--- src/rtl/serial_adder.sv ---
// Bit-serial LSB-first adder: one full-adder cell (two half adders),
// a registered carry, and IDLE/RUN/DONE sequencing with a one-cycle done pulse.
module half_adder (
    input  logic a_i,
    input  logic b_i,
    output logic s_o,
    output logic c_o
);
    assign s_o = a_i ^ b_i;
    assign c_o = a_i & b_i;
endmodule

module serial_adder #(
    parameter int WIDTH = 8
) (
    input  logic             clk,
    input  logic             rst_n,
    input  logic             start,
    input  logic [WIDTH-1:0] a,
    input  logic [WIDTH-1:0] b,
    input  logic             cin,
    output logic             busy,
    output logic             done,
    output logic [WIDTH-1:0] sum,
    output logic             cout
);
    localparam int CW = $clog2(WIDTH);

    typedef enum logic [1:0] {IDLE, RUN, DONE} state_t;

    state_t             state_q, state_d;
    logic [WIDTH-1:0]   a_q, a_d;
    logic [WIDTH-1:0]   b_q, b_d;
    logic [WIDTH-2:0]   res_q, res_d;
    logic               carry_q, carry_d;
    logic [CW-1:0]      cnt_q, cnt_d;
    logic [WIDTH-1:0]   sum_q, sum_d;
    logic               cout_q, cout_d;

    logic               p_w, g0_w, g1_w, bit_w, carry_nx;
    logic [WIDTH-1:0]   shifted;

    half_adder u_ha0 (.a_i(a_q[0]), .b_i(b_q[0]),  .s_o(p_w),   .c_o(g0_w));
    half_adder u_ha1 (.a_i(p_w),    .b_i(carry_q), .s_o(bit_w), .c_o(g1_w));

    assign carry_nx = g0_w | g1_w;
    // Full result as it stands after this cycle's bit enters at the MSB
    assign shifted  = {bit_w, res_q};

    always_comb begin
        state_d = state_q;
        a_d     = a_q;
        b_d     = b_q;
        res_d   = res_q;
        carry_d = carry_q;
        cnt_d   = cnt_q;
        sum_d   = sum_q;
        cout_d  = cout_q;
        unique case (state_q)
            IDLE: begin
                if (start) begin
                    a_d     = a;
                    b_d     = b;
                    carry_d = cin;
                    cnt_d   = '0;
                    state_d = RUN;
                end
            end
            RUN: begin
                a_d     = a_q >> 1;
                b_d     = b_q >> 1;
                res_d   = shifted[WIDTH-1:1];
                carry_d = carry_nx;
                cnt_d   = cnt_q + CW'(1);
                if (cnt_q == CW'(WIDTH - 1)) begin
                    state_d = DONE;
                    sum_d   = shifted;
                    cout_d  = carry_nx;
                end
            end
            DONE: state_d = IDLE;
            default: state_d = IDLE;
        endcase
    end

    always_ff @(posedge clk or negedge rst_n) begin
        if (!rst_n) begin
            state_q <= IDLE;
            a_q     <= '0;
            b_q     <= '0;
            res_q   <= '0;
            carry_q <= 1'b0;
            cnt_q   <= '0;
            sum_q   <= '0;
            cout_q  <= 1'b0;
        end else begin
            state_q <= state_d;
            a_q     <= a_d;
            b_q     <= b_d;
            res_q   <= res_d;
            carry_q <= carry_d;
            cnt_q   <= cnt_d;
            sum_q   <= sum_d;
            cout_q  <= cout_d;
        end
    end

    assign busy = (state_q == RUN);
    assign done = (state_q == DONE);
    assign sum  = sum_q;
    assign cout = cout_q;
endmodule

--- config.mk ---
export PLATFORM = sky130hd
export DESIGN_NAME = serial_adder
export DESIGN_NICKNAME = d
export VERILOG_FILES = /design/src/rtl/serial_adder.sv
export SDC_FILE = /design/constraint.sdc
export NUM_CORES = 1
export LEC_CHECK = 0
export ABC_AREA = 1
export CAP_MARGIN = 25
export CORE_ASPECT_RATIO = 1.5
export CORE_MARGIN = 1.5
export CORE_UTILIZATION = 40
export DETAILED_ROUTE_END_ITERATION = 8
export PLACE_DENSITY = 0.71
export SLEW_MARGIN = 20
export SYNTH_ARGS = -nofsm -noshare
export SYNTH_HDL_FRONTEND = slang
export SYNTH_SLANG_ARGS = --single-unit
export TNS_END_PERCENT = 1
--- constraint.sdc ---
create_clock -name clk -period 1.3 [get_ports clk]
set_clock_uncertainty 0.1 [all_clocks]
set_input_delay 0.195 -clock clk [delete_from_list [all_inputs] [get_ports clk]]
set_output_delay 0.195 -clock clk [all_outputs]
set_load 0.02 [all_outputs]
* Word level (Yosys, flattened, before mapping) *
Index checks and enable logic that the tools add are counted.

storage, ports and cells
  register bits = 38
  input bits = 20
  output and inout port bits = 11
  logic and storage cells = 35

operators by class
  add/subtract/negate cells = 1
  eq/ne operators = 5
  mux-type cells = 11
  bitwise gates (word level) = 5
  reductions and logical operators = 5

operator list
  operator                                                number
  one-hot mux 8 bit (2 select lines)                      2
  2-to-1 mux 8 bit                                        2
  one-hot mux 3 bit (2 select lines)                      1
  AND reduction 2 bit                                     3
  2-to-1 mux 2 bit                                        2
  one-hot mux 2 bit (2 select lines)                      1
  adder 3 x 1 -> 3 bit (second input constant)            1
  equality test 3 bit (second input constant)             1
  2-to-1 mux 3 bit                                        1
  bitwise AND 1 bit                                       2
  equality test 2 x 1 -> 1 bit (second input constant)    1
  equality test 2 bit (second input constant)             1
  logical NOT 2 bit                                       1
  inequality test 2 x 1 -> 1 bit (second input constant)  1
  inequality test 2 bit (second input constant)           1
  one-hot mux 1 bit (2 select lines)                      1
  nonzero test 2 bit                                      1
  XOR 1 bit                                               2
  2-to-1 mux 1 bit                                        1
  OR 1 bit                                                1

* Depth between registers and ports, before layout *
  word-level depth = 4
  mapped depth = 7
  gate-level depth less buffers = 6

* Cells and area by module *
A second synthesis with hierarchy kept.

second synthesis, totals
  cell total of the unflattened synthesis = 222
  area total of the unflattened synthesis = 1839.3 µm²

modules (own cells, without submodules)
  module        instances  cells an instance  area each (µm²)  seq. area each (µm²)
  serial_adder  1          220                1814.2           950.9
  half_adder    2          1                  12.5             0.0

* Least setup slack after synthesis *
Ideal clock, no wire load.

  path kind = flip-flop to flip-flop
  start = reg cnt_q[0]
  end = reg sum_q[0] (netlist: sum[0])
  setup time = 65 ps
  arrival time = 1155 ps
  required time = 1135 ps
  path slack = -20 ps
  stages on the path, launching flop included = 7
  path buffers = 1
  period minus slack after synthesis = 1320 ps
  cell sequence = dfrtp_1 ha_1 ha_1 nand2_4 buf_6 nand2_1 nand2_1

on the way
  cells in the longest elaborated chain, start to end = 2

RTL lines
  what                                  RTL line  source
  start: declaration                    36        logic [CW-1:0] cnt_q, cnt_d;
  start signal: assignment              102       cnt_q <= cnt_d;
  equality test 3 bit                   75        if (cnt_q == CW'(WIDTH - 1)) begin
  AND reduction 2 bit (no source line)  n/a
  end signal: assignment                103       sum_q <= sum_d;
  end: declaration                      37        logic [WIDTH-1:0] sum_q, sum_d;

Every way passes these cells.
A chain may end at the register's enable or synchronous reset.

* Worst setup path after layout *
  start = reg state_q[0]
  end = out busy

on the way
  cells in the longest elaborated chain, start to end = 1

RTL lines
  what                          RTL line  source
  start: declaration            31        state_t state_q, state_d;
  start signal: assignment      97        state_q <= state_d;
  equality test 2 x 1 -> 1 bit  108       assign busy = (state_q == RUN);
  end: declaration              22        output logic busy,

Every way passes these cells.

==> impl_metrics.toml <==
[status]
status = "finished with violations"
violations = "setup timing"

[die]
io_pins = 31
dieArea_sq_um = 5050
fp-row-count = 30
die-height_um = 86.3
initial_utilization = 0.414
core_sq_um = 4470
die_x_um = 58.5

[place]
dpl_worst_slack_ns = -0.202
place_area_sq_um = 2260
port_buffers = 30
hpwl_um = 2750
gp_congestion = 0.815

[clock_network]
clock_path_buffers = 2
cts.sinks = 38
numCtsBuffers = 5
cts_root_buffer = "clkbuf_8"
cts_htree_levels = 2
clk_latency_ns = 0.30
path_clk_slew_ns = 0.07
tritoncts = "yes"

[synthesis]
synth_area_per_cell_sq_um = 8.33
ys.flop_type = "dfrtp_1"
synth_fp_nets = 245
synth_top_cells_by_count = "nand2_1 (74), inv_1 (39), dfrtp_1 (38), nand3_1 (31)"
ys_seq_elements = 38
yosysMostFrequentCell = "nand2_1"
syn-cell-area_sq_um = 1850
syn_inst = 222
synth_cell_types = 20
synth_largest_area_cell = "dfrtp_1"
yosysSeqAreaShare = 0.514
yosysWarnings = 0
synth_area_leaders = "dfrtp_1 (51%), nand2_1 (15%), nand3_1 (8.4%), inv_1 (7.9%), o21ai_2 (3.3%)"
yosys.area.top_type_share = 0.514
synth-edff-count = 0
async_flop_share = 1.00

[worst_hold_path]
hold_class = "input pin to async pin"

[timing]
finalSetupViolCount = 6
finalHoldViolCount = 0
slew-limit-headroom = 0.749
maxSlewViolCount = 0
period_minus_slack_ns = 1.34
max_freq_mhz = 746
rsz0062_at_grt = "true"
fin_ws_ns = -0.0412
hold_slack_ns = 0.246
fin_crit_sh = 1.03
tightest_slew_ns = 0.376

[critical_path]
setup.worst_path.start = "state_q[0]"
path_delay_family = "flip-flops"
slowest_stage = "dfrtp_1"
path_cells = "inv_2, nor2_4, buf_6"
setup.worst_path.class = "register to output pin"
startpoint_type = "register"
critPathCaptureType = "output pin"
required_ns = 1.00
slowest_delay_ns = 0.42
cp_num_buf_inv = 2
worstPathArrival_ns = 1.05
r2r_start = "state_q[0]"
cp_max_fo = 4

[layout]
final_util = 0.554
syn_to_final_growth_pct = 33.8
diodes = 0
nets = 292
final_cell_area_sq_um = 2470
drive_gt1_frac = 0.230
fillers = 411

[global_routing]
grt_usage = 0.168
grt_max_degree = 20
grt_pass1_vias = 1487
antenna_found_initial = 0
grt_pass1_wl_um = 6520
grt_overflow = 0

[drt]
num_vias = 1545
route.detailed.drc = 0
wire_per_inst_um = 12.3
drt-pass1-iter-count = 4
vias_per_cell = 4.86
drt_iter0_markers = 36
routed_wl_um = 3920
drtAntennaViolNets = 0

[flow_run]
cap_violations = 0

[pwr]
p_per_area_nw_per_um2 = 2400
p_leak_nw = 1.31
ir_worst_vdd_mv = 1.07
power_w = 0.00594
## timing repair
item	4_1_cts	5_1_grt
buffers inserted	0	2
pin swaps	11	8
hold endpoints to repair	15	0
resized for setup	30	30
endpoints found under the setup margin	42	44
cloned	0	1
hold buffers	1	0
## sequential cells by signal (all words and copies together), names as in the netlist
register  cells
a_q           8
b_q           8
carry_q       1
cnt_q         3
cout          1
res_q         7
state_q       2
sum           8
## final cells by class
cell class | count | area [sq um] | area share
Multi-Input combinational cell | 133 | 706 | 0.285
Timing Repair Buffer | 50 | 513 | 0.207
Inverter | 41 | 154 | 0.0622
Tap cell | 48 | 60.1 | 0.0243
Clock inverter | 1 | 5.00 | 0.00202
Clock buffer | 7 | 86.3 | 0.0349
Sequential cell | 38 | 951 | 0.384
## logic make-up after synthesis
| group | share of synthesized area |
|---|---|
| DFF | 0.514 |
| buffers and inverters | 0.131 |
| and+or+nand+nor | 0.257 |
| adders and majority gates | 0.0244 |
| AOI/OAI and AO/OA | 0.0737 |
## final timing paths
| path | cells past startpoint | to | slack [ns] |
|---|---|---|---|
| max in group asynchronous | 3 | a_q[0] | 0.35 |
| setup reg to reg | 6 | b_q[0] | -0.03 |
| min in group clk | 3 | b_q[7] | 0.34 |
| hold / removal | 2 | sum[1] | 0.25 |
| hold reg to reg | 2 | a_q[2] | 0.38 |
| setup / recovery | 3 | busy | -0.04 |
## metrics by stage
stage | TNS, ns | cells
after floorplan | -0.0118 | 222
after CTS | -1.21 | 316
final | -0.127 | 318
after detailed placement | -3.81 | 307
after global routing | -1.92 | 318
after global placement | -3.49 | 307
## power breakdown
| part | leakage, nW | internal (W) | total (W) | switching (W) |
|---|---|---|---|---|
| Combinational | 0.789 | 0.00134 | 0.00299 | 0.00164 |
| Sequential | 0.470 | 0.00175 | 0.00210 | 0.000355 |
| Clock | 0.0482 | 0.000428 | 0.000848 | 0.000420 |
## cell usage in the layout, fill, tap and decap left out, drive strengths merged, types with 2 or more instances in the layout
cell	count
inv	41
nor2	3
clkdlybuf4s50	18
ha	2
buf	21
o21ai	18
dfrtp	38
clkbuf	10
nand3	31
nand2	77
clkdlybuf4s15	7
## worst reg2reg max path, cell delays in order, from the launching register on
cell and delay, ns:
dfrtp_1 0.43, buf_4 0.19, nand2_2 0.09, buf_4 0.16, nand2_1 0.10, nand3_1 0.11
nand2_1 0.05
## metal layers
metal	vias up	track usage	share of wire
met1	739	0.197	0.41
met4	0	0.0740	0.039
met5	-	0	0
li1	765	-	-
met3	12	0.0358	0.030
met2	29	0.290	0.52
(Power assumes the default switching activity.)
